--- config.mk ---
export PLATFORM = sky130hd
export DESIGN_NAME = channel_mode_scheduler
export DESIGN_NICKNAME = d
export VERILOG_FILES = /design/src/rtl/ddr_sched_pkg.sv /design/src/rtl/channel_mode_scheduler_turnaround_timer.sv /design/src/rtl/channel_mode_scheduler.sv
export SDC_FILE = /design/constraint.sdc
export NUM_CORES = 1
export LEC_CHECK = 0
export CAP_MARGIN = 0
export CORE_MARGIN = 4
export CORE_UTILIZATION = 52
export CTS_CLUSTER_DIAMETER = 200
export DETAILED_ROUTE_END_ITERATION = 8
export PLACE_DENSITY = 0.8
export SYNTH_ARGS = -nofsm -noshare
export SYNTH_HDL_FRONTEND = slang
export SYNTH_SLANG_ARGS = --single-unit
--- constraint.sdc ---
create_clock -name clk -period 4.4 [get_ports clk]
set_input_delay 0.44 -clock clk [delete_from_list [all_inputs] [get_ports clk]]
set_output_delay 0.44 -clock clk [all_outputs]
set_load 0.05 [all_outputs]
--- src/rtl/ddr_sched_pkg.sv ---
// Shared definitions for the channel backend schedulers.
// Contents:
//   chan_mode_e - channel mode / bus turnaround state encoding
//   occ_sum_w   - width of a sum of per-rank occupancy counts
//   sat_cnt_w   - width of a counter that saturates at a given limit
package ddr_sched_pkg;

  typedef enum logic [1:0] {
    MODE_READ  = 2'd0,
    MODE_RD2WR = 2'd1,
    MODE_WRITE = 2'd2,
    MODE_WR2RD = 2'd3
  } chan_mode_e;

  // Each rank reports a $clog2(depth)-bit count; summing NUMRANK of them
  // needs $clog2(NUMRANK) extra bits so the total can never wrap.
  function automatic int occ_sum_w(input int depth, input int nrank);
    return $clog2(depth) + $clog2(nrank);
  endfunction

  function automatic int sat_cnt_w(input int limit);
    return $clog2(limit + 1);
  endfunction

endpackage

--- src/rtl/channel_mode_scheduler_turnaround_timer.sv ---
// turnaround_timer: loadable down-counter timing a bus turnaround window.
// Ports:
//   clk, rst  - clock, synchronous active-high reset (count cleared)
//   load      - load loadVal into the counter this cycle
//   loadVal   - window length in cycles
//   expired   - high during the last cycle of the window (count == 1)
module turnaround_timer #(
  parameter int W = 4
) (
  input  logic         clk,
  input  logic         rst,
  input  logic         load,
  input  logic [W-1:0] loadVal,
  output logic         expired
);

  logic [W-1:0] count;

  always_ff @(posedge clk) begin
    if (rst) begin
      count <= '0;
    end else if (load) begin
      count <= loadVal;
    end else if (count != '0) begin
      count <= count - 1'b1;
    end
  end

  // Idles at zero in the steady states, so expired never fires there.
  assign expired = (count == W'(1));

endmodule

--- src/rtl/channel_mode_scheduler.sv ---
// channel_mode_scheduler: channel-level READ/WRITE mode controller.
// Chooses when to drain write queues (watermarks on total write occupancy,
// read starvation of writes, write burst limit) and blocks column commands
// during the read-to-write and write-to-read bus turnaround windows.
// Ports:
//   clk, rst     - channel clock, synchronous active-high reset
//   readReqCnt   - per-rank read queue occupancy
//   writeReqCnt  - per-rank write queue occupancy
//   casIssued    - one-cycle pulse per column command on the channel
//   casIsWrite   - qualifies casIssued: 1 = write CAS
//   writeMode    - registered channel mode, 1 = write
//   casBlock     - registered, column commands prohibited (turnaround)
//   modeSwitch   - registered one-cycle pulse when writeMode toggles
module channel_mode_scheduler
  import ddr_sched_pkg::*;
#(
  parameter int NUMRANK            = 4,
  parameter int READCMDQUEUEDEPTH  = 8,
  parameter int WRITECMDQUEUEDEPTH = 8,
  parameter int WRHIGHWM           = 12,
  parameter int WRLOWWM            = 4,
  parameter int TRTW               = 6,
  parameter int TWTR               = 8,
  parameter int MAXWRBURST         = 16,
  parameter int WRSTARVELIMIT      = 64
) (
  input  logic                                               clk,
  input  logic                                               rst,
  input  logic [NUMRANK-1:0][$clog2(READCMDQUEUEDEPTH)-1:0]  readReqCnt,
  input  logic [NUMRANK-1:0][$clog2(WRITECMDQUEUEDEPTH)-1:0] writeReqCnt,
  input  logic                                               casIssued,
  input  logic                                               casIsWrite,
  output logic                                               writeMode,
  output logic                                               casBlock,
  output logic                                               modeSwitch
);

  localparam int RSUM_W   = occ_sum_w(READCMDQUEUEDEPTH, NUMRANK);
  localparam int WSUM_W   = occ_sum_w(WRITECMDQUEUEDEPTH, NUMRANK);
  localparam int STV_W    = sat_cnt_w(WRSTARVELIMIT);
  localparam int BST_W    = sat_cnt_w(MAXWRBURST);
  localparam int TRTW_EFF = (TRTW < 1) ? 1 : TRTW;
  localparam int TWTR_EFF = (TWTR < 1) ? 1 : TWTR;
  localparam int TMR_MAX  = (TRTW_EFF > TWTR_EFF) ? TRTW_EFF : TWTR_EFF;
  localparam int TMR_W    = $clog2(TMR_MAX + 1);

  localparam logic [WSUM_W-1:0] HIGH_WM = WSUM_W'(WRHIGHWM);
  localparam logic [WSUM_W-1:0] LOW_WM  = WSUM_W'(WRLOWWM);
  localparam logic [STV_W-1:0]  STV_LIM = STV_W'(WRSTARVELIMIT);
  localparam logic [BST_W-1:0]  BST_LIM = BST_W'(MAXWRBURST);

  if (!(WRLOWWM < WRHIGHWM && WRHIGHWM <= NUMRANK * (WRITECMDQUEUEDEPTH - 1))) begin : g_bad_wm
    $error("channel_mode_scheduler: need WRLOWWM < WRHIGHWM <= NUMRANK*(WRITECMDQUEUEDEPTH-1)");
  end

  logic [RSUM_W-1:0] rdTotal;
  logic [WSUM_W-1:0] wrTotal;
  chan_mode_e        state, state_nxt;
  logic [STV_W-1:0]  starve, starve_nxt;
  logic [BST_W-1:0]  wrBurst, wrBurst_nxt;
  logic              tmr_load, tmr_expired;
  logic [TMR_W-1:0]  tmr_val;

  always_comb begin
    rdTotal = '0;
    wrTotal = '0;
    for (int i = 0; i < NUMRANK; i++) begin
      rdTotal = rdTotal + RSUM_W'(readReqCnt[i]);
      wrTotal = wrTotal + WSUM_W'(writeReqCnt[i]);
    end
  end

  turnaround_timer #(.W(TMR_W)) u_timer (
    .clk     (clk),
    .rst     (rst),
    .load    (tmr_load),
    .loadVal (tmr_val),
    .expired (tmr_expired)
  );

  // Starvation and burst limits compare against the count including the
  // current cycle, so the switch lands exactly on the limiting cycle/CAS.
  always_comb begin
    state_nxt   = state;
    starve_nxt  = starve;
    wrBurst_nxt = wrBurst;
    tmr_load    = 1'b0;
    tmr_val     = '0;
    unique case (state)
      MODE_READ: begin
        if (wrTotal == '0)          starve_nxt = '0;
        else if (starve >= STV_LIM) starve_nxt = STV_LIM;
        else                        starve_nxt = starve + 1'b1;
        if (wrTotal >= HIGH_WM || (rdTotal == '0 && wrTotal != '0) ||
            starve_nxt >= STV_LIM) begin
          state_nxt  = MODE_RD2WR;
          starve_nxt = '0;
          tmr_load   = 1'b1;
          tmr_val    = TMR_W'(TRTW_EFF);
        end
      end
      MODE_RD2WR: begin
        if (tmr_expired) begin
          state_nxt   = MODE_WRITE;
          wrBurst_nxt = '0;
        end
      end
      MODE_WRITE: begin
        if (casIssued && casIsWrite && wrBurst < BST_LIM)
          wrBurst_nxt = wrBurst + 1'b1;
        if (rdTotal != '0 &&
            (wrTotal <= LOW_WM || wrTotal == '0 || wrBurst_nxt >= BST_LIM)) begin
          state_nxt = MODE_WR2RD;
          tmr_load  = 1'b1;
          tmr_val   = TMR_W'(TWTR_EFF);
        end
      end
      MODE_WR2RD: begin
        if (tmr_expired) state_nxt = MODE_READ;
      end
      default: state_nxt = MODE_READ;
    endcase
  end

  // Outputs decode next-state so they change on the same edge as state.
  always_ff @(posedge clk) begin
    if (rst) begin
      state      <= MODE_READ;
      starve     <= '0;
      wrBurst    <= '0;
      writeMode  <= 1'b0;
      casBlock   <= 1'b0;
      modeSwitch <= 1'b0;
    end else begin
      state      <= state_nxt;
      starve     <= starve_nxt;
      wrBurst    <= wrBurst_nxt;
      writeMode  <= (state_nxt == MODE_RD2WR) || (state_nxt == MODE_WRITE);
      casBlock   <= (state_nxt == MODE_RD2WR) || (state_nxt == MODE_WR2RD);
      modeSwitch <= (state_nxt != state) &&
                    ((state_nxt == MODE_RD2WR) || (state_nxt == MODE_WR2RD));
    end
  end

  // A column command during a turnaround window is a protocol violation.
  a_no_cas_in_turnaround: assert property (
    @(posedge clk) disable iff (rst) !(casIssued && casBlock));

endmodule

Word-level counts from Yosys, hierarchy flattened
Index checks and enable logic that the tools add are counted.

Bits in registers: 21. Input port bits: 28. Output and inout port bits: 3. Word-level logic and storage cells: 72.

$add $sub $neg: 9. $lt $le $gt $ge: 6. Equality and inequality tests: 9. Muxes and demuxes: 21. Reduce and logical (&&, ||, !) cells: 20.

Operator list (number): 2-to-1 mux 7 bit (4); 2-to-1 mux 5 bit (3); >= comparator 7 bit (second input constant) (2); 2-to-1 mux 4 bit (3); adder 4 x 3 -> 5 bit (2); adder 5 x 3 -> 5 bit (2); zero test 5 bit (2); one-hot mux 5 bit (2 select lines) (1); nonzero test 5 bit (2); adder 3 x 3 -> 4 bit (2); == test 2 bit (second input constant) (4); 2-to-1 mux 2 bit (4); one-hot mux 2 bit (4 select lines) (1); one-hot mux 4 bit (2 select lines) (1); adder 7 x 1 -> 7 bit (second input constant) (1); logical OR 1 bit (6); adder 5 x 1 -> 5 bit (second input constant) (1); >= comparator 5 x 4 -> 1 bit (second input constant) (1); >= comparator 5 bit (second input constant) (1); <= comparator 5 x 3 -> 1 bit (second input constant) (1); logical AND 1 bit (5); < comparator 5 bit (second input constant) (1); == test 2 x 1 -> 1 bit (second input constant) (2); == test 4 x 1 -> 1 bit (second input constant) (1); 10 further kinds (12).

Logic depth before layout (Yosys ltp)
Depth after elaboration: 13. Gate-level depth with buffers: 16. Depth with buffers taken out: 16.

Cells and area by module
A second synthesis with hierarchy kept.

Cells, all modules: 179. Area, all modules: 1562.7 µm².

Modules (own cells, without submodules): channel_mode_scheduler (times used 1, cells an instance 152, area an instance 1316.3 µm², seq. area each 320.3 µm²); turnaround_timer (times used 1, cells an instance 27, area an instance 246.5 µm², seq. area each 80.1 µm²).

Worst setup path after synthesis
OpenSTA, ideal clock, no wires.

Path kind: input-to-reg. Start point: input writeReqCnt[1] in the netlist's numbering. End point: register modeSwitch. Library setup time: 0.140 ns. Data arrival time: 3.634 ns. Data required time: 4.260 ns. Path slack: 0.627 ns. Stages on the path: 14. Buffers on the path: 0. Cell sequence: inv_1 > fa_1 > fa_1 > inv_1 > ha_1 > fa_1 > or4_1 > a31oi_1 > nand2_1 > ha_1 > nor2_1 > nor2_1 > nand2_1 > a31oi_1.

Cells in the longest elaborated chain, start to end: 13. Elaborated cells between the ends (all ways): 24. Classes of those cells: add/sub: 3; order compare: 3; eq/ne: 3; mux: 5; reduce/logical: 10.

RTL lines: from (decl) (line channel_mode_scheduler.sv:30) `input logic [NUMRANK-1:0][$clog2(WRITECMDQUEUEDEPTH)-1:0] writeReqCnt,`; adder 3 x 3 -> 4 bit * (line channel_mode_scheduler.sv:69) `wrTotal = wrTotal + WSUM_W'(writeReqCnt[i]);`; adder 4 x 3 -> 5 bit * (line channel_mode_scheduler.sv:69); adder 5 x 3 -> 5 bit * (line channel_mode_scheduler.sv:69); zero test 5 bit (line channel_mode_scheduler.sv:91, channel_mode_scheduler.sv:112); 2-to-1 mux 7 bit (line channel_mode_scheduler.sv:91) `if (wrTotal == '0) starve_nxt = '0;`; 2-to-1 mux 7 bit (line channel_mode_scheduler.sv:89) `unique case (state)`; >= comparator 7 bit (line channel_mode_scheduler.sv:95) `starve_nxt >= STV_LIM) begin`; logical OR 1 bit (line channel_mode_scheduler.sv:94) `if (wrTotal >= HIGH_WM || (rdTotal == '0 && wrTotal != '0) ||`; 2-to-1 mux 2 bit (line channel_mode_scheduler.sv:94); one-hot mux 2 bit (4 select lines) * (line channel_mode_scheduler.sv:89); named net state_nxt[0] (line channel_mode_scheduler.sv:58) `chan_mode_e state, state_nxt;`; == test 2 x 1 -> 1 bit or == test 2 bit (tied branches) (line channel_mode_scheduler.sv:141) `((state_nxt == MODE_RD2WR) || (state_nxt == MODE_WR2RD));`; logical OR 1 bit (line channel_mode_scheduler.sv:141); logical AND 1 bit * (line channel_mode_scheduler.sv:140) `modeSwitch <= (state_nxt != state) &&`; to (signal assigned) (line channel_mode_scheduler.sv:140); to (decl) (line channel_mode_scheduler.sv:35) `output logic modeSwitch`.

The timed path passes the listed nets; every way through them passes the cells marked *. The select of a mux whose other input is x is not followed. A chain may end at the register's enable or synchronous reset.

Worst setup path in the final report
Ends and elaborated chain as after synthesis.

==> flow_summary.json <==
{
  "status": "completed",
  "fmax_ghz": 0.2505,
  "powerDensity_nw_per_um2": 412.3,
  "n_fill_cell": 246,
  "die_area_um2": 4018,
  "synthToLayoutAreaGrowth_pct": 23.22,
  "ctsHoldBuffers": 0,
  "syn_inst": 181,
  "grt_setup_unrepaired": "false",
  "final_cell_area_um2": 1966,
  "regArea_um2": 420.4,
  "rows": 19,
  "routed_wl_um": 3210,
  "clk_path_buf_depth": 2,
  "grt_max_degree": 20,
  "min_period_over_period_pct": 90.73,
  "ys_seq_area_share_pct": 26.35,
  "tightestPinTransition_ns": 0.6665,
  "critPathLaunch": "writeReqCnt[1]",
  "cts_resized": 0,
  "drc_errors": 0,
  "finalClockSkew_ns": 0.01191,
  "gp_congestion": 0.7823,
  "insertion_delay_ns": 0.31,
  "nets": 271,
  "n_antenna_cell": 0,
  "synth-edff-count": 0,
  "synth.most_common_cell": "inv_1",
  "cts_tree": "built",
  "vias_per_cell": 5.600,
  "grt_pass1_vias": 1390,
  "path_clk_slew_ns": 0.13,
  "crit_type": "in -> reg",
  "dpl-instance-area_um2": 1938,
  "synthDistinctLibCells": 46,
  "vias": 1372,
  "synthFlopType": "dfxtp_1",
  "slew-limit-headroom_pct": 55.43,
  "avgSynthCellArea_um2": 8.814,
  "coreArea_um2": 2853,
  "hold_ws_ns": 0.5038,
  "drtIter0Drc": 50,
  "fin_util_pct": 68.90,
  "die_width_um": 63.39,
  "synthTopCellsByArea": "dfxtp_1, fa_1, ha_1",
  "leakage_nw": 0.8465,
  "antenna_found_initial": 0,
  "cts_sinks": 21,
  "irDropWorstVdd_mv": 0.3453,
  "finalSetupViolCount": 0,
  "yosys_register_bits": 21,
  "maxCapViolCount": 0,
  "ios": 31,
  "synth_area_leader_cell": "dfxtp_1",
  "root_buffer": "clkbuf_4",
  "critical_path_required_ns": 4.65,
  "cts_setup_buffers": 0,
  "use_met1_pct": 21.13,
  "top_usage_layer": "met2",
  "min_period_ns": 3.992,
  "worst_setup_path_end_kind": "register",
  "yosys-top-cells-count": "inv_1, dfxtp_1, nand2_1",
  "setup-tns-final_ns": 0,
  "drv_slew": 0,
  "die_h_um": 63.39,
  "grt_pass1_wl_um": 5775,
  "synth_top_area_share_pct": 26.35,
  "multi_input_area_um2": 1055,
  "synth-async-reset-ratio_pct": 0,
  "io_buffers": 30,
  "ant_nets": 0,
  "track_usage_pct": 17.26,
  "critPathLaunchType": "input port",
  "use_met2_pct": 30.64,
  "synth_nets": 237,
  "hp-start": "wrBurst[3]$_SDFFE_PP0P_",
  "start_util_pct": 55.92,
  "rr_startpoint": "starve[0]$_SDFFE_PP0N_",
  "ys_warn_count": 0,
  "wl_per_cell_um": 13.10,
  "worstPathArrival_ns": 4.24,
  "cp_max_fo": 4,
  "totalPowerFinal_uw": 810.5,
  "grt-ovfl-total": 0,
  "hpwl_um": 2654,
  "met3_usage_pct": 3.020,
  "cts-htree-levels": 1,
  "drive_gt1_share_pct": 7.477,
  "firstDrtPassIters": 4,
  "syn_area_um2": 1595,
  "cts_buffers": 3,
  "min_path_type": "reg -> reg",
  "finalHoldViolations": 0
}
cells in the final DEF (no fill, tap or decap), types with 3 or more instances in the layout:
| cell type | instances |
|---|---|
| clkdlybuf4s50_1 | 30 |
| inv_1 | 29 |
| dfxtp_1 | 21 |
| nand2_1 | 18 |
| ha_1 | 16 |
| fa_1 | 12 |
| a21oi_1 | 11 |
| nor2_1 | 9 |
| nand3_1 | 6 |
| o21ai_0 | 3 |
| xor2_1 | 3 |
| or2_2 | 3 |
| nor2b_1 | 3 |
| or3_1 | 3 |
| nor3_1 | 3 |
| clkbuf_4 | 3 |
stage by stage:
| step | cells | worst slack, ns |
|---|---|---|
| finish | 245 | 0.4079 |
| global route | 245 | 0.1453 |
| CTS | 245 | 0.3883 |
| detailed placement | 241 | 0.09463 |
| global placement | 241 | 0.1765 |
| floorplan | 181 | 0.6267 |
power by group:
| group | switching (mW) | internal (mW) | total, mW |
|---|---|---|---|
| Combinational | 0.257 | 0.199 | 0.456 |
| Sequential | 0.0306 | 0.229 | 0.260 |
| Clock | 0.0606 | 0.0339 | 0.0945 |
per-layer routing:
metal | vias up | part of all wire, %
met3 | 5 | 4.8
met4 | 0 | 1.1
li1 | 681 | -
met1 | 648 | 44
met2 | 38 | 50
met5 | - | 0
kinds of logic after synthesis:
family / synth area share, %
simple gates: 18.04
compound gates: 18.27
buf+inv: 7.529
fa+ha+maj: 27.61
flops: 26.35
xor+xnor: 2.196
worst max-delay path, cell delays in order:
cell             delay (ns)
clkdlybuf4s50_1        0.45
inv_1                  0.05
fa_1                   0.50
fa_1                   0.52
inv_1                  0.04
ha_1                   0.21
fa_1                   0.51
o21a_1                 0.13
a2111oi_0              0.37
o221ai_1               0.19
and2_1                 0.20
nand2_1                0.09
ha_1                   0.15
nor2_1                 0.04
nor2_1                 0.12
nand2_1                0.07
a31oi_1                0.14
flip-flops by register name, indices dropped and copies added, names as in the netlist:
name / cells
u_timer.count: 4
modeSwitch: 1
wrBurst: 5
writeMode: 1
casBlock: 1
state: 2
starve: 7
worst paths after layout:
path | cells after the start | slack [ns] | end
max | 17 | 0.41 | modeSwitch$_SDFF_PP0_
min | 2 | 0.50 | wrBurst[3]$_SDFFE_PP0P_
max reg2reg | 11 | 2.42 | modeSwitch$_SDFF_PP0_
min reg2reg | 2 | 0.50 | wrBurst[3]$_SDFFE_PP0P_
cell type report:
class                   instances  share of cell area (%)
repair buffers                 32                   16.04
clock buffers                   3                   1.146
clock inverters                 1                  0.2546
flip-flops and latches         21                   21.39
inverters                      29                   5.538
well taps                      31                   1.973
multi-input cells             128                   53.66
Power figures use the tool's default switching activity.
